## src/rtl/uart_pkg.sv

```systemverilog
// -----------------------------------------------------------------------------
// uart_pkg
// Shared definitions for the configurable UART blocks (transmitter now, a
// receiver later): FSM state encoding, parity-mode constants, and helpers for
// bit timing and parity generation.
// -----------------------------------------------------------------------------
package uart_pkg;

    // Frame sequencing states; binary encoded.
    typedef enum logic [2:0] {
        ST_IDLE  = 3'd0,
        ST_START = 3'd1,
        ST_DATA  = 3'd2,
        ST_PAR   = 3'd3,
        ST_STOP  = 3'd4
    } uart_state_e;

    // Parity modes.
    localparam int PAR_NONE = 0;
    localparam int PAR_EVEN = 1;
    localparam int PAR_ODD  = 2;

    // Clock cycles per bit, truncated toward zero.
    function automatic int calc_cpb(input int clk_freq, input int baud_rate);
        return clk_freq / baud_rate;
    endfunction

    // Parity bit for up to 9 data bits (unused upper bits must be zero).
    // Even mode yields the XOR of the data; odd mode its inverse.
    function automatic logic parity_bit(input logic [8:0] data, input int mode);
        return (^data) ^ (mode == PAR_ODD);
    endfunction

endpackage

```

## src/rtl/uart_baud_gen.sv

```systemverilog
// -----------------------------------------------------------------------------
// uart_baud_gen
// Bit-period timer. Counts 0..CPB-1 continuously; i_restart forces the count
// back to 0 so a new bit period begins in the cycle after the restart edge.
//
// Ports
//   i_clk        clock, rising edge
//   i_rst        synchronous active-high reset
//   i_restart    restart the bit period from count 0
//   o_tick       registered; high during the last cycle of each bit period
//   o_tick_next  look-ahead; high when o_tick will be high in the next cycle
// -----------------------------------------------------------------------------
module uart_baud_gen #(
    parameter int CPB = 868
) (
    input  logic i_clk,
    input  logic i_rst,
    input  logic i_restart,
    output logic o_tick,
    output logic o_tick_next
);

    localparam int CNT_W = (CPB > 1) ? $clog2(CPB) : 1;

    logic [CNT_W-1:0] cnt_q;
    logic [CNT_W-1:0] cnt_d;
    logic             tick_q;

    // Next count: restart or wrap to zero, otherwise increment.
    always_comb begin
        cnt_d = cnt_q;
        if (i_restart) begin
            cnt_d = {CNT_W{1'b0}};
        end else if (cnt_q == CNT_W'(CPB - 1)) begin
            cnt_d = {CNT_W{1'b0}};
        end else begin
            cnt_d = cnt_q + CNT_W'(1);
        end
    end

    assign o_tick_next = (cnt_d == CNT_W'(CPB - 1));

    // Counter and registered end-of-bit flag.
    always_ff @(posedge i_clk) begin
        if (i_rst) begin
            cnt_q  <= {CNT_W{1'b0}};
            tick_q <= 1'b0;
        end else begin
            cnt_q  <= cnt_d;
            tick_q <= o_tick_next;
        end
    end

    assign o_tick = tick_q;

endmodule

```

## src/rtl/uart_tx_cfg.sv

```systemverilog
// -----------------------------------------------------------------------------
// uart_tx_cfg
// Parameterised UART transmitter: start bit, DATA_BITS data bits LSB first,
// optional even/odd parity bit, STOP_BITS stop bits. Valid/ready handshake;
// a frame may be accepted in the final stop cycle for gap-free streaming.
//
// Ports
//   i_clk    clock, rising edge
//   i_rst    synchronous active-high reset (aborts any frame in flight)
//   i_valid  a frame is offered on i_data
//   o_ready  frame can be accepted this cycle (idle, or last stop cycle)
//   i_data   frame payload, captured on the accepting edge
//   o_tx     serial line, idle high
//   o_busy   a frame is being shifted out
// -----------------------------------------------------------------------------
module uart_tx_cfg
    import uart_pkg::*;
#(
    parameter int CLK_FREQ  = 100_000_000,
    parameter int BAUD_RATE = 115200,
    parameter int DATA_BITS = 8,
    parameter int PARITY    = 0,
    parameter int STOP_BITS = 1
) (
    input  logic                 i_clk,
    input  logic                 i_rst,
    input  logic                 i_valid,
    output logic                 o_ready,
    input  logic [DATA_BITS-1:0] i_data,
    output logic                 o_tx,
    output logic                 o_busy
);

    localparam int CPB   = calc_cpb(CLK_FREQ, BAUD_RATE);
    localparam int BIT_W = $clog2(DATA_BITS);

    // Reject illegal configurations at elaboration.
    generate
        if ((DATA_BITS < 5) || (DATA_BITS > 9)) begin : g_bad_data_bits
            $error("uart_tx_cfg: DATA_BITS must be 5..9");
        end
        if ((PARITY != PAR_NONE) && (PARITY != PAR_EVEN) && (PARITY != PAR_ODD)) begin : g_bad_parity
            $error("uart_tx_cfg: PARITY must be 0, 1 or 2");
        end
        if ((STOP_BITS < 1) || (STOP_BITS > 2)) begin : g_bad_stop_bits
            $error("uart_tx_cfg: STOP_BITS must be 1 or 2");
        end
        if (CPB < 2) begin : g_bad_cpb
            $error("uart_tx_cfg: CLK_FREQ / BAUD_RATE must be at least 2");
        end
    endgenerate

    uart_state_e          state_q;
    logic                 tx_q;
    logic                 busy_q;
    logic                 ready_q;
    logic                 par_q;
    logic [DATA_BITS-1:0] shift_q;
    logic [BIT_W-1:0]     bit_cnt_q;
    logic                 stop_cnt_q;

    logic accept_s;
    logic tick_s;
    logic tick_next_s;
    logic last_stop_s;

    assign accept_s    = i_valid && ready_q;
    assign last_stop_s = (stop_cnt_q == 1'(STOP_BITS - 1));

    // Bit timing restarts on every accept so the start bit lines up with it.
    uart_baud_gen #(
        .CPB (CPB)
    ) u_baud (
        .i_clk       (i_clk),
        .i_rst       (i_rst),
        .i_restart   (accept_s),
        .o_tick      (tick_s),
        .o_tick_next (tick_next_s)
    );

    // Frame sequencer; all outputs come straight from these registers.
    always_ff @(posedge i_clk) begin
        if (i_rst) begin
            state_q    <= ST_IDLE;
            tx_q       <= 1'b1;
            busy_q     <= 1'b0;
            ready_q    <= 1'b0;
            par_q      <= 1'b0;
            shift_q    <= {DATA_BITS{1'b0}};
            bit_cnt_q  <= {BIT_W{1'b0}};
            stop_cnt_q <= 1'b0;
        end else if (accept_s) begin
            // Only reachable from IDLE or the final stop cycle.
            state_q    <= ST_START;
            tx_q       <= 1'b0;
            busy_q     <= 1'b1;
            ready_q    <= 1'b0;
            par_q      <= parity_bit(9'(i_data), PARITY);
            shift_q    <= i_data;
            bit_cnt_q  <= {BIT_W{1'b0}};
            stop_cnt_q <= 1'b0;
        end else begin
            case (state_q)
                ST_IDLE: begin
                    tx_q    <= 1'b1;
                    busy_q  <= 1'b0;
                    ready_q <= 1'b1;
                end
                ST_START: begin
                    if (tick_s) begin
                        state_q   <= ST_DATA;
                        tx_q      <= shift_q[0];
                        shift_q   <= shift_q >> 1;
                        bit_cnt_q <= {BIT_W{1'b0}};
                    end
                end
                ST_DATA: begin
                    if (tick_s) begin
                        if (bit_cnt_q == BIT_W'(DATA_BITS - 1)) begin
                            if (PARITY != PAR_NONE) begin
                                state_q <= ST_PAR;
                                tx_q    <= par_q;
                            end else begin
                                state_q    <= ST_STOP;
                                tx_q       <= 1'b1;
                                stop_cnt_q <= 1'b0;
                            end
                        end else begin
                            bit_cnt_q <= bit_cnt_q + BIT_W'(1);
                            tx_q      <= shift_q[0];
                            shift_q   <= shift_q >> 1;
                        end
                    end
                end
                ST_PAR: begin
                    if (tick_s) begin
                        state_q    <= ST_STOP;
                        tx_q       <= 1'b1;
                        stop_cnt_q <= 1'b0;
                    end
                end
                ST_STOP: begin
                    if (tick_s) begin
                        if (last_stop_s) begin
                            state_q <= ST_IDLE;
                            busy_q  <= 1'b0;
                            ready_q <= 1'b1;
                        end else begin
                            stop_cnt_q <= stop_cnt_q + 1'b1;
                            ready_q    <= 1'b0;
                        end
                    end else begin
                        // Raise ready one edge early so it is high exactly in
                        // the final cycle of the last stop bit.
                        ready_q <= last_stop_s && tick_next_s;
                    end
                end
                default: begin
                    state_q <= ST_IDLE;
                    tx_q    <= 1'b1;
                    busy_q  <= 1'b0;
                    ready_q <= 1'b0;
                end
            endcase
        end
    end

    assign o_tx    = tx_q;
    assign o_busy  = busy_q;
    assign o_ready = ready_q;

endmodule

```

## config.mk

```make
export PLATFORM = sky130hd
export DESIGN_NAME = uart_tx_cfg
export DESIGN_NICKNAME = d
export VERILOG_FILES = /design/src/rtl/uart_pkg.sv /design/src/rtl/uart_baud_gen.sv /design/src/rtl/uart_tx_cfg.sv
export SDC_FILE = /design/constraint.sdc
export NUM_CORES = 1
export LEC_CHECK = 0
export CORE_MARGIN = 1.5
export CORE_UTILIZATION = 40
export DETAILED_ROUTE_END_ITERATION = 10
export PLACE_DENSITY_LB_ADDON = 0.3
export SYNTH_ARGS = -nofsm -noshare
export SYNTH_HDL_FRONTEND = slang
export SYNTH_SLANG_ARGS = --single-unit
```

## constraint.sdc

```tcl
create_clock -name i_clk -period 4.4 [get_ports i_clk]
set_input_delay 0.44 -clock i_clk [delete_from_list [all_inputs] [get_ports i_clk]]
set_output_delay 0.44 -clock i_clk [all_outputs]
set_load 0.1 [all_outputs]
```

* After elaboration in Yosys (flattened, before gate mapping)
Index checks and enable logic that the tools add are counted.
** Cells by class
- $add $sub $neg :: 3
- Eq/ne operators :: 24
- Multiplexer cells :: 38
- Bitwise logic cells :: 2
- Reductions and logical operators :: 15
** Operators with widths (count)
- $mux W8 :: 4
- $mux W3 :: 9
- $eq A10 B10 Y1 const B :: 2
- $mux W10 :: 2
- $mux W1 :: 16
- $pmux W8 S2 :: 1
- $pmux W3 S5 :: 1
- $reduce_and A7 Y1 :: 2
- $ne A3 B2 Y1 const B :: 4
- $reduce_and A4 Y1 :: 3
- $add A10 B1 Y10 const B :: 1
- $ne A2 B1 Y1 const B :: 5
- $ne A2 B2 Y1 const B :: 5
- $ne A3 B3 Y1 const B :: 3
- $eq A3 B2 Y1 const B :: 2
- $eq A3 B3 Y1 const B :: 2
- $pmux W1 S3 :: 2
- $pmux W3 S2 :: 1
- $reduce_bool A3 Y1 :: 2
- $reduce_and A5 Y1 :: 1
- $pmux W1 S4 :: 1
- $add A3 B1 Y3 const B :: 1
- $eq A3 B1 Y1 const B :: 1
- $logic_not A3 Y1 :: 1
- 8 further kinds :: 10
** Word-level totals
- Bits in registers :: 29
- Bits of input ports :: 11
- Output and inout bits :: 3
- Word-level logic and storage cells :: 92

* Longest topological paths before layout
Gate-level depths: netlist of run 1.
- Depth after elaboration :: 7
- Mapped depth :: 8
- Depth with buffers taken out :: 7

* Modules after synthesis
Synthesis of run 1 repeated with hierarchy kept, for this count alone.
** Second synthesis, totals
- Cells, all modules :: 165
- Area total of the unflattened synthesis :: 1450.1 µm²
** By module, submodules not included
- uart_tx_cfg :: instances 1, cells an instance 94, area each 803.3 µm², sequential area each 340.3 µm²
- uart_baud_gen :: instances 1, cells an instance 71, area each 646.9 µm², sequential area each 220.2 µm²

* Least setup slack after synthesis of run 1
OpenSTA, ideal clock, no wires.
- Kind :: register -> register
- From :: register ready_q (netlist: o_ready)
- To :: register u_baud.cnt_q[3]
- Library setup time :: 128 ps
- Arrival :: 1748 ps
- Data required time :: 4272 ps
- Slack :: 2524 ps
- Stages on the path, launching flop included :: 6
- Path buffers :: 1
- Period minus slack after synthesis :: 1876 ps
- Path through :: dfxtp_1 > nand2_1 > nand2b_1 > a41o_1 > clkbuf_1 > nor2_1
** Between the ends
- Longest elaborated chain between the ends :: 2
** RTL lines
- from (decl) :: line uart_tx_cfg.sv:56 : logic ready_q;
- from (signal assigned) :: line uart_tx_cfg.sv:155 : ready_q <= last_stop_s && tick_next_s;
- $logic_and A1 B1 Y1 :: line uart_tx_cfg.sv:67 : assign accept_s = i_valid && ready_q;
- $mux W10 :: line uart_baud_gen.sv:32 : if (i_restart) begin
- to (signal assigned) :: line uart_baud_gen.sv:46 : cnt_q <= {CNT_W{1'b0}};
- to (signal assigned) :: line uart_baud_gen.sv:49 : cnt_q <= cnt_d;
- to (decl) :: line uart_baud_gen.sv:25 : logic [CNT_W-1:0] cnt_q;
No other way between the ends.
A chain may end at the register's enable or synchronous reset.

* Final worst setup path of run 1
- From :: register ready_q (netlist: o_ready)
- To :: output port o_ready
** RTL lines
- to (decl) :: line uart_tx_cfg.sv:28 : output logic o_ready,
No word-level cell between the ends.

==> metrics.txt, run 1 <==
Seq/Total Area, Yosys=0.434; WP buf/inv=1; post-synth top area share=0.434; post-CTS setup buffer count=0; total track usage=0.159; Worst setup EP type=primary output; pre-CTS WS=2150 ps; initial antenna violation count=0; post-DP HPWL=1830 um; Post-CTS Resized=0; mean number of vias per cell=5.14; data required time of the worst path=slightly below 4000 ps; outcome=finished clean; final hold vios=0; Max Slew Vio Count=0; ratio of final minimum period to clock period=0.527; DR WL/cell=12.4 um; port bufs=13; # IOs=14; Slew @ Worst Pin=~960 ps; final setup TNS=0 ps; Worst-Skew Late Latency=320 ps; GPL Wtd Cong=0.776; clk root buf=clkbuf_4; delay-heaviest family, CP=buffers and inverters; antenna cells=0; die width=59.8 um; share of cells above drive strength 1=0.0719; initial core utilization=0.423; # setup viols final=0; Slowest cell on crit path=clkdlybuf4s50_1; FFs w/ async S/R, synth=0; nets@finish=168; DRC Markers=0; Area growth syn-to-layout=14.3%; r2r startpoint=bit_cnt_q[0]; CTS Buffer Depth=2; crit-path max FO=4; Fmax=roughly 430 MHz; Synth Net Count=between 150 and 200; die height=~60 um; Slew HR=0.357; post-route ant nets=0; Max Cap Viol=0; CTS tree=done; main flop type after synthesis=dfxtp_1; fin crit period=between 2000 and 2500 ps; Row Count=20; Die Area=3580 um2; Core ar.=3050 um2; Gate Count Post-Synth=142; # clock sinks=28; vias in the first global route=1055; worst setup margin=roughly 2100 ps; final wirelength=2430 um; DR pass1 iterations=4; via count=1013; startpoint types=register; post-synth top area cell=dfxtp_1; Worst-path clk slew=150 ps; Synth area leaders=dfxtp_1 (43%), nor2_1 (8.4%), mux2i_1 (5.4%); number of synthesized flops with an enable pin=0; CP cell instances=clkdlybuf4s50_1; total power=454 uW; first-pass GRT wire length=4370 um; crit path kind=register to primary output; CTS Hold Bufs=0; Max IR drop VDD=0.146 mV; crit path DAT=1880 ps; Critical Path Max Stage Delay=1150 ps; flops & latches, synth=28; Pwr Density=around 310 nW/um2; Synth Cell Area=1290 um2; H-Tree Depth=1; Netlist cell types=35; Synthesis Warnings=0; Static Leak=0.000586 uW; final setup skew=6.19 ps; Avg Inst Size Synth=a little over 9 um2; grt ovf=0; CP startpoint=o_ready; First DRT Iteration DRCs=65; RSZ-0062 raised after global routing=no; Num CTS Buffers=3; Hold Crit Class=register to register; worst hold start=o_busy; pin count of the biggest net entering global routing=21
[cell type report]
cell class	count	area [um2]
Fill cell	303	1580
Multi-Input combinational cell	104	679
Timing Repair Buffer	13	130
Tap cell	44	55.1
Sequential cell	28	561
Inverter	4	15.0
Clock buffer	4	36.3
[cell families (layout without fill, tap and decap cells)]
logic type | Yosys count | after routing | share of synthesized area
xor gates and xnor gates | 8 | 8 | 0.0543
muxes | 8 | 8 | 0.0630
buffers and inverters | 10 | 21 | 0.0397
and+or+nand+nor | 59 | 59 | 0.232
adders and majority gates | 3 | 3 | 0.0291
DFF | 28 | 28 | 0.434
AOI/OAI and AO/OA | 26 | 26 | 0.148
[cell usage in the layout, fill, tap and decap left out]
cell type / netlist / final
xnor2_1: 4 / 4
clkbuf_8: 0 / 1
nand3b_1: 1 / 1
a31o_2: 1 / 1
nand3_1: 7 / 7
nor3_1: 2 / 2
o211ai_1: 1 / 1
inv_1: 4 / 4
nor2_1: 29 / 29
and3_4: 1 / 1
o21ai_0: 2 / 2
mux2_2: 1 / 1
nor3b_2: 2 / 2
nand4_1: 1 / 1
nand2b_1: 2 / 2
a41o_1: 2 / 2
mux2i_1: 7 / 7
xor2_1: 4 / 4
o211ai_4: 1 / 1
nor3b_1: 2 / 2
ha_1: 3 / 3
o311ai_0: 1 / 1
nor2b_4: 1 / 1
a21o_1: 1 / 1
nand2_1: 6 / 6
nor4_1: 2 / 2
dfxtp_1: 28 / 28
and3_1: 2 / 2
a21oi_1: 8 / 8
a211oi_1: 8 / 8
nor2b_1: 1 / 1
clkbuf_4: 0 / 3
a22oi_1: 1 / 1
clkdlybuf4s50_1: 0 / 13
[state kept, by name, indices dropped and copies added (netlist names)]
name / cells
bit_cnt_q: 3
o_busy: 1
o_ready: 1
o_tx: 1
shift_q: 8
state_q: 3
u_baud.cnt_q: 10
u_baud.o_tick: 1
[where the power goes]
part | leakage (uW) | internal, uW | switching (uW)
registers | 0.000228 | 264 | 8.66
logic | 0.000337 | 22.9 | 33.7
clock network | 0.0000210 | 50.6 | 74.3
total | 0.000586 | 337 | 117
[synth_stat cells, drive strengths merged, types with 4 or more instances]
library cell,number
nor2,29
dfxtp,28
a211oi,8
a21oi,8
mux2i,7
nand3,7
nand2,6
buf,4
inv,4
nor3b,4
xnor2,4
xor2,4
[path summary, 6_finish.rpt]
| path | cells past startpoint | slack, ps | to |
|---|---|---|---|
| worst min-delay path | 2 | 500 | o_busy |
| worst max-delay path | 1 | 2080 | o_ready |
| worst max register to register | 6 | 2590 | shift_q[6] |
| worst min register to register | 2 | 500 | o_busy |
[metrics by stage]
step / util / hold slack [ps] / std cells / cell area, um2
finish: 0.484 / 498 / 197 / 1480
global route: 0.484 / 548 / 197 / 1480
CTS: 0.484 / 502 / 197 / 1480
detailed placement: 0.472 / 481 / 193 / 1440
global placement: 0.472 / 460 / 193 / 1440
floorplan: - / 447 / 142 / 1290
[routing by layer]
metal | up-vias | global-route usage | routed length [um]
met5 | - | 0 | 0
met4 | 0 | 0.0571 | 22
met3 | 2 | 0.0260 | 59
met2 | 13 | 0.284 | 1260
met1 | 476 | 0.191 | 1090
li1 | 522 | - | -
No activity file was read; power rests on OpenSTA's default activity.
==> run 2, diff against run 1 <==
- clock period: 4.4 -> 2.3 ns (I/O delays scaled with it)
==> run 2 against run 1 <==
- first-iteration DRC count decreased by 23%
- clock-buffer cell count decreased by 1
- routed wire length down 5.3%
- global-route usage is 1.9 points lower
- critical path depth rose by 5
- flip-flop and latch count unchanged
- critical endpoint is now o_ready
- worst hold slack worse by 19 ps
- cell count rose by 1.0%
- utilization up 0.78 points
- combinational power grew 94%
- sequential share of layout area is 0.60 points lower
- die area unchanged
- highest routed layer unchanged
==> metrics.txt, run 2 (synthesized netlist as in run 1, its figures left out) <==
Finished Layout Cells=199 (+1.0%); Top Metal Used=met4; Largest Register=u_baud.cnt_q; Area growth syn-to-layout=16.2%; post-DP HPWL=1700 um (-7.0%); Slew @ Worst Pin=519 ps (-443 ps); final setup TNS=0 ps (unchanged); fin crit period=1750 ps; Worst-Skew Late Latency=330 ps (about the same); startpoint types=register; post-route ant nets=0 (unchanged); Top Registers=u_baud.cnt_q x10, shift_q x8; vias in the first global route=925 (-12%); Hold Crit Class=primary input to register; switching share of total power=0.237 (-0.0198); CTS Buffer Depth=2 (unchanged); initial antenna violation count=0 (unchanged); first-pass GRT wire length=3880 um (-11%); final hold vios=0 (unchanged); initial core utilization=0.423 (unchanged); die height=59.8 um (unchanged); max reg flops=10 (unchanged); WP buf/inv=0 (-1); most common cell after layout, fill and taps aside=nor2_1; crit-path max FO=6 (+2); Met1 Wirelength=1130 um (+3.4%); DR WL/cell=11.6 um (-6.3%); routed wl met3=84 um (+42%); hold depth=3 (+1); delay-heaviest family, CP=compound AO/OA/AOI/OAI gates; antenna cells=0 (unchanged); RSZ-0062 raised after global routing=no; First DRT Iteration DRCs=50 (-23%); Net Switching=226 uW (+93%); DRC Markers=0 (unchanged); grt ovf=0 (unchanged); outcome=finished clean; nets@finish=170 (+1.2%); metal2 WL=1070 um (-15%); pin count of the biggest net entering global routing=17 (-19%); worst setup margin=554 ps (-1530 ps); Worst path depth=6 (+5); Slew HR=0.652 (+0.296); ratio of final minimum period to clock period=0.759; clock power share=0.336 (+0.061); Layout fillers=297 (-2.0%); final wirelength=2310 um (-5.3%); Max IR drop VDD=0.199 mV (+37%); Row Count=20 (unchanged); data required time of the worst path=2530 ps (-1430 ps); Worst setup EP type=register; mean number of vias per cell=5.11 (-0.71%); crit path DAT=1980 ps (+100 ps); die width=59.8 um (unchanged); CTS tree=done; FF-to-FF path depth=6 (unchanged); most frequent cells in the layout=nor2_1 (29), dfxtp_1 (28), clkdlybuf4s50_1 (10); Core ar.=3050 um2 (unchanged); Logic pwr share=0.116 (-0.009); GPL Wtd Cong=0.860 (+11%); pre-CTS WS=575 ps (-1570 ps); CP cell instances=ha_1, a21o_1, a31o_2, o211ai_1, nand4_1, a211oi_1; via count=1016 (+0.30%); Static Leak=0.000605 uW (+3.3%); area occupied by multi-input gates=679 um2 (unchanged); total track usage=0.141 (-0.0187); Max Slew Vio Count=0 (unchanged); Critical Path Max Stage Delay=400 ps (-750 ps); Slowest cell on crit path=dfxtp_1; Fmax=573 MHz; final setup skew=8.90 ps (+2.71 ps); sequential share of power=0.548 (-0.052); Worst-path clk slew=150 ps (about the same); crit path kind=register to register; port bufs=13 (unchanged); Max Cap Viol=0 (unchanged); H-Tree Depth=1 (unchanged); Num CTS Buffers=3 (unchanged); CTS Hold Bufs=0 (unchanged); Final Util=0.491 (+0.00779); share of cells above drive strength 1=0.103 (+0.0313); R2R setup slack=550 ps (-2040 ps); # clock sinks=28 (unchanged); # IOs=14 (unchanged); post-CTS setup buffer count=0 (unchanged); clk root buf=clkbuf_4; register area=561 um2 (unchanged); Post-CTS Resized=0 (unchanged); Placed Cells=195 (+1.0%); DR pass1 iterations=4 (unchanged); Die Area=3580 um2 (unchanged); total power=952 uW (+110%); # setup viols final=0 (unchanged); Pwr Density=634 nW/um2 (+110%); cell-internal power=726 uW (+120%)
-- run 2: cell count changes in the layout (fill, tap and decap cells not counted) --
cell	previous run	this run
clkdlybuf4s50_1	13	10
clkbuf_8	1	0
buf_4	0	5
bufinv_16	0	1
-- run 2: worst reg2reg max path, delay by kind of cell (launching register included) --
family	cells	cell delay [ps]
AO/OA/AOI/OAI	4	800
flip-flops	1	400
adder cells (fa/ha/maj)	1	310
AND/OR/NAND/NOR	1	140
-- run 2: area by class of cell --
class / count / area share
inverter: 4 / 0.0100
timing repair buffer: 15 / 0.0917
clock inverter: 1 / 0.0200
sequential: 28 / 0.374
clock buffer: 3 / 0.0150
multi-input combinational: 104 / 0.453
tap: 44 / 0.0367
-- run 2: worst paths after layout --
check	from	to
hold / removal	i_data[2]	shift_q[2]
hold reg to reg	shift_q[7]	shift_q[7]
setup reg to reg	u_baud.cnt_q[0]	o_ready
setup / recovery	u_baud.cnt_q[0]	o_ready
-- run 2: per-layer routing --
metal,global-route usage,vias to the layer above
met4,0.0571,0
met2,0.238,19
met5,0,-
met1,0.179,466
li1,-,527
met3,0.0195,4
-- run 2: through the flow --
step,hold slack (ps),instance area (um2)
2_1_floorplan,303,1290
3_3_place_gp,467,1450
3_5_place_dp,463,1450
4_1_cts,470,1500
5_1_grt,467,1500
6_report,479,1500
-- run 2: power groups by stage --
stage | Clock (uW) | Combinational, uW | Sequential [uW]
global route | 351 | 121 | 525
floorplan | 0 | 51.1 | 553
global placement | 0 | 110 | 531
detailed placement | 0 | 110 | 532
finish | 320 | 110 | 522
CTS | 328 | 111 | 521
==> RTL edit 1, RTL diff (settings of run 2) <==
The 5 states of `uart_state_e` get a one-hot encoding in 5 bits. Comments in the files are not updated.
--- a/src/rtl/uart_pkg.sv
+++ b/src/rtl/uart_pkg.sv
@@ -7,12 +7,12 @@
 package uart_pkg;
 
     // Frame sequencing states; binary encoded.
-    typedef enum logic [2:0] {
-        ST_IDLE  = 3'd0,
-        ST_START = 3'd1,
-        ST_DATA  = 3'd2,
-        ST_PAR   = 3'd3,
-        ST_STOP  = 3'd4
+    typedef enum logic [4:0] {
+        ST_IDLE  = 5'b00001,
+        ST_START = 5'b00010,
+        ST_DATA  = 5'b00100,
+        ST_PAR   = 5'b01000,
+        ST_STOP  = 5'b10000
     } uart_state_e;
 
     // Parity modes.
Behaviour: same outputs for any inputs over 10 cycles, from zero or initial values and one cycle with i_rst high; not proved beyond that.
==> RTL edit 1 against run 2 <==
- clock skew is 0.0056 ns lower
- non-clock buffer count is 2 higher
- worst setup slack worse by 0.40 ns
- sequential cell count is 1 higher
- wire length is 20% higher
- die area is 12% higher
- area after synthesis is 13% higher
- first-iteration DRC count is 20% higher
- design area is 13% higher
- global-route usage is 1.7 points higher
- total power is 4.7% higher
- highest routed layer unchanged
==> RTL edit 1: results (changes against run 2) <==
----------------------------------------------------
[GRT]
  Pin count of the biggest net entering global routing ... 16 (-1)
  Vias in the first global route ... 1183 (+28%)

[Pwr]
  LEAKAGE ... 0.647 nW (+6.9%)
  Max rail drop VDD ... 374 µV (+87%)

[Synthesis]
  Count of unique library cells instantiated by Yosys ... 44 (+26%)
  Leading cell types by total area after synthesis ... sky130_fd_sc_hd__dfxtp_1 (40%), sky130_fd_sc_hd__nor2_1 (5.9%), sky130_fd_sc_hd__mux2i_1 (5.5%), sky130_fd_sc_hd__a211oi_1 (3.6%), sky130_fd_sc_hd__nand2_1 (3.6%)
  Top cells by count, synth ... sky130_fd_sc_hd__dfxtp_1 (29), sky130_fd_sc_hd__nor2_1 (23), sky130_fd_sc_hd__nand2_1 (14)
  Avg Synthesized Cell Area ... 8.87 µm² (-2.4%)
  Sequential area share after synthesis ... 39.9% (-3.5 points)

[Drt]
  DRC marker count from the first detailed-route iteration ... 60 (+20%)
  Average wire per cell in the routed design ... 12.2 µm (+5.6%)
  Number of vias after detailed routing ... 1168 (+15%)
  Via density ... 5.17 (+1.2%)

[Clock network]
  H-Tree Depth ... 2 (+1)
  CTS clock-pin slew for the worst setup and hold paths ... 0.09 ns (-0.06 ns)
  Number of buffers inserted during clock tree synthesis ... 5 (+2)
  Number of post-CTS setup repair buffers ... 0 (unchanged)

[Layout]
  Share of post-route cells with drive strength above 1 ... 12.8% (+2.5 points)
  Biggest regs ... u_baud.cnt_q: 10 flops, shift_q: 8 flops, state_q: 4 flops
  Nets@finish ... 193 (+14%)

[STA]
  Slew margin rel. ... 64.4% (-0.83 points)
  Clock skew ... 0.00328 ns (-0.00561 ns)

[Run status]
  Run status ... completed

[Placement]
  Gpl congestion ... 0.856 (-0.48%)
  HPWL after detailed placement ... 2140 µm (+26%)
  Total placed cells including tap cells ... 218 (+12%)

[Critical path]
  Arrival time at the worst endpoint ... 2.38 ns (+0.40 ns)

----------------------------------------------------
RTL edit 1: critical path, cell delays in order (launching register included):
cell and delay, ns:
sky130_fd_sc_hd__dfxtp_1 0.33, sky130_fd_sc_hd__ha_1 0.20, sky130_fd_sc_hd__ha_1 0.20, sky130_fd_sc_hd__or3b_1 0.38
sky130_fd_sc_hd__a21boi_2 0.17, sky130_fd_sc_hd__nand2_1 0.31, sky130_fd_sc_hd__mux2i_1 0.21, sky130_fd_sc_hd__a211oi_1 0.26
RTL edit 1: kinds of logic (layout without fill, tap and decap cells):
family | Yosys count | after routing | synth area share, %
buffers and inverters | 14 | 30 | 4.13
and+or+nand+nor | 69 | 69 | 24.7
AOI/OAI and AO/OA | 33 | 33 | 18.4
muxes | 8 | 8 | 5.50
DFF | 29 | 29 | 39.9
xor gates and xnor gates | 8 | 8 | 4.82
adders and majority gates | 3 | 3 | 2.58
RTL edit 1: worst paths after layout:
path	from	slack [ns]	cells after the start	end
worst max-delay path	bit_cnt_q[0]	0.16	7	shift_q[1]
worst min-delay path	bit_cnt_q[1]	0.46	2	bit_cnt_q[1]
worst max register to register	bit_cnt_q[0]	0.16	7	shift_q[1]
worst min register to register	bit_cnt_q[1]	0.46	2	bit_cnt_q[1]
RTL edit 1: final cells by class:
cell class                 instances  area (µm²)
clock inverter                     1        5.00
tap                               46        57.6
inverter                           5        18.8
timing repair buffer              17         153
fill                             337        1720
sequential                        29         581
multi-input combinational        121         815
clock buffer                       7        65.1
RTL edit 1: stage by stage:
step	setup slack (ns)	hold slack, ns	utilization, %	instance area [µm²]	power, mW
after floorplan	0.322	0.366	-	1460	0.621
after global routing	0.0249	0.456	49.6	1690	1.04
after detailed placement	0.166	0.453	47.5	1620	0.661
after CTS	0.134	0.453	49.6	1690	1.01
final	0.155	0.459	49.6	1690	0.997
after global placement	0.254	0.447	47.5	1620	0.658
RTL edit 1: metal layers:
layer  global-route usage (%)  wire (µm)  vias to the layer above
met5                        0          0                        -
met3                     4.29         65                        5
met2                     26.5       1340                       10
met1                     18.7       1310                      538
li1                         -          -                      615
met4                     7.34         48                        0
RTL edit 1: power groups by stage:
stage / Clock (mW) / Sequential [mW] / Combinational [mW]
detailed placement: 0 / 0.549 / 0.111
floorplan: 0 / 0.563 / 0.0580
CTS: 0.362 / 0.538 / 0.112
finish: 0.349 / 0.538 / 0.110
global placement: 0 / 0.549 / 0.109
global route: 0.377 / 0.541 / 0.123
==> RTL edit 2, RTL diff (settings of run 2) <==
Made on the original files. The parameter `CLK_FREQ` goes from 100_000_000 to 400_000_000.
--- a/src/rtl/uart_tx_cfg.sv
+++ b/src/rtl/uart_tx_cfg.sv
@@ -16,7 +16,7 @@
 module uart_tx_cfg
     import uart_pkg::*;
 #(
-    parameter int CLK_FREQ  = 100_000_000,
+    parameter int CLK_FREQ  = 400_000_000,
     parameter int BAUD_RATE = 115200,
     parameter int DATA_BITS = 8,
     parameter int PARITY    = 0,
Check against the original RTL: same outputs for any inputs over 10 cycles, from zero or initial values and one cycle with i_rst high; that may be too few to reach the edited logic, so the function may still have changed.
==> RTL edit 2 against run 2 <==
- area after synthesis increased by 14%
- wire length grew 24%
- worst hold slack better by 0.0073 ns
- clock skew shrank 0.0042 ns
- cell count rose by 17%
- core utilization rose by 1.3 points
- clock power up 34%
- critical path depth stayed put
- sequential cell count rose by 2
- design area is 16% higher
- total power is 16% higher
- via count grew 16%
- largest power group unchanged
- worst setup slack worse by 0.23 ns
==> RTL edit 2: results (changes against run 2) <==
----------------------------------------------------
[Run status]
  Run status ... completed

[Clock network]
  H-Tree Depth ... 2 (+1)
  Root buffer selected by CTS ... sky130_fd_sc_hd__clkbuf_8
  Number of buffers inserted during clock tree synthesis ... 5 (+2)
  Clock insertion delay at the later pin of the skew report ... 0.28 ns (-0.05 ns)
  CTS clock-pin slew for the worst setup and hold paths ... 0.06 ns (-0.09 ns)

[Synthesis]
  Syn Nets ... 182 (+17%)
  Xor-xnor portion of the synthesized cell area ... 7.14% (+1.7 points)
  Leading cell types by total area after synthesis ... sky130_fd_sc_hd__dfxtp_1 (41%), sky130_fd_sc_hd__nor2_1 (8.9%), sky130_fd_sc_hd__xnor2_1 (5.4%), sky130_fd_sc_hd__mux2i_1 (4.8%), sky130_fd_sc_hd__a211oi_1 (3.6%)
  Sequential area share after synthesis ... 40.8% (-2.6 points)
  Share of the synthesized area in compound gates (AO/OA/AOI/OAI) ... 12.9% (-1.9 points)
  Mux cell area share after synthesis ... 5.53% (-0.77 points)
  Count of unique library cells instantiated by Yosys ... 40 (+14%)
  Avg Synthesized Cell Area ... 8.76 µm² (-3.7%)
  Top cells by count, synth ... sky130_fd_sc_hd__nor2_1 (35), sky130_fd_sc_hd__dfxtp_1 (30), sky130_fd_sc_hd__xnor2_1 (9)

[GRT]
  GRT Overall Usage ... 16.7% (+2.7 points)
  Pin count of the biggest net entering global routing ... 12 (-5)
  First-pass GRT wire length ... 5160 µm (+33%)
  Vias in the first global route ... 1210 (+31%)

[Layout]
  Share of post-route cells with drive strength above 1 ... 13.4% (+3.0 points)
  Biggest regs ... u_baud.cnt_q: 12 flops, shift_q: 8 flops
  Nets@finish ... 200 (+18%)
  Fin cells ... 233 (+17%)

[Critical path]
  Largest fanout on the critical path ... 7 (+1)
  Arrival time at the worst endpoint ... 2.17 ns (+0.19 ns)
  Delay of the slowest cell on the worst path ... 0.44 ns (+0.04 ns)

[STA]
  Fmax ... 0.505 GHz (-12%)
  Clock skew ... 0.00470 ns (-0.00419 ns)
  Slew margin rel. ... 61.1% (-4.1 points)

[Pwr]
  Proportion of total power due to net switching ... 24.5% (+0.83 points)
  LEAKAGE ... 0.663 nW (+9.5%)
  Max rail drop VDD ... 299 µV (+50%)

[Placement]
  HPWL after detailed placement ... 2120 µm (+25%)
  Gpl congestion ... 0.825 (-4.0%)
  DP Worst Slack ... 0.354 ns (-0.221 ns)

[Drt]
  Wire length after detailed routing ... 2850 µm (+24%)
  DRC marker count from the first detailed-route iteration ... 61 (+22%)
  DRT Pass-1 Iters ... 5 (+1)

[Hold path]
  Worst min-delay path class ... reg -> reg

----------------------------------------------------
==> RTL edit 2: cell count changes in the layout (fill, tap and decap cells not counted), sizes merged, moves of 2 or more <==
| cell | before | now |
|---|---|---|
| nor2 | 29 | 35 |
| xnor2 | 4 | 9 |
| clkbuf | 3 | 7 |
| and3 | 3 | 0 |
| buf | 5 | 8 |
| nor3b | 4 | 7 |
| a41o | 2 | 0 |
| dfxtp | 28 | 30 |
| inv | 4 | 6 |
| nand2 | 6 | 8 |
| nand3b | 1 | 3 |
| nor3 | 2 | 4 |
| o21ai | 2 | 4 |
==> RTL edit 2: worst paths after layout <==
kind                end  cells past startpoint  slack (ns)             from
max reg2reg     o_ready                      6        0.32  u_baud.cnt_q[0]
max             o_ready                      6        0.32  u_baud.cnt_q[0]
min reg2reg  shift_q[7]                      2        0.49       shift_q[7]
min          shift_q[7]                      2        0.49       shift_q[7]
==> RTL edit 2: cell families (layout without fill, tap and decap cells) <==
group / Yosys count / in the layout
AOI/OAI and AO/OA: 27 / 27
adders and majority gates: 3 / 3
xor gates and xnor gates: 12 / 12
muxes: 8 / 8
buffers and inverters: 13 / 32
and+or+nand+nor: 75 / 75
DFF: 30 / 30
==> RTL edit 2: final cells by class <==
| cell class | instances | area (µm²) |
|---|---|---|
| Clock inverter | 1 | 5.00 |
| Timing Repair Buffer | 18 | 160 |
| Multi-Input combinational cell | 125 | 803 |
| Clock buffer | 7 | 86.3 |
| Inverter | 6 | 22.5 |
| Sequential cell | 30 | 601 |
| Tap cell | 46 | 57.6 |
| Fill cell | 330 | 1710 |
==> RTL edit 2: per-stage QoR <==
step	cell area [µm²]	power, mW
detailed placement	1640	0.682
floorplan	1470	0.644
global route	1740	1.16
CTS	1740	1.12
finish	1740	1.10
global placement	1640	0.678
==> RTL edit 2: worst min-delay path: cells and delay by family, from the launching register on <==
kind	cells	cell delay, ns
flops	1	0.31
simple gates	1	0.06
compound gates	1	0.06
==> RTL edit 2: routing by layer <==
metal	wire length, µm	global-route usage [%]
met5	0	0
met1	1320	17.8
met4	66	8.15
met2	1350	28.7
met3	110	6.61
==> RTL edit 2: power groups by stage <==
| stage | Sequential [mW] | Combinational (mW) | Clock [mW] |
|---|---|---|---|
| after floorplan | 0.586 | 0.0580 | 0 |
| after global placement | 0.565 | 0.113 | 0 |
| after detailed placement | 0.566 | 0.116 | 0 |
| after CTS | 0.555 | 0.117 | 0.446 |
| after global routing | 0.558 | 0.125 | 0.478 |
| final | 0.555 | 0.115 | 0.429 |
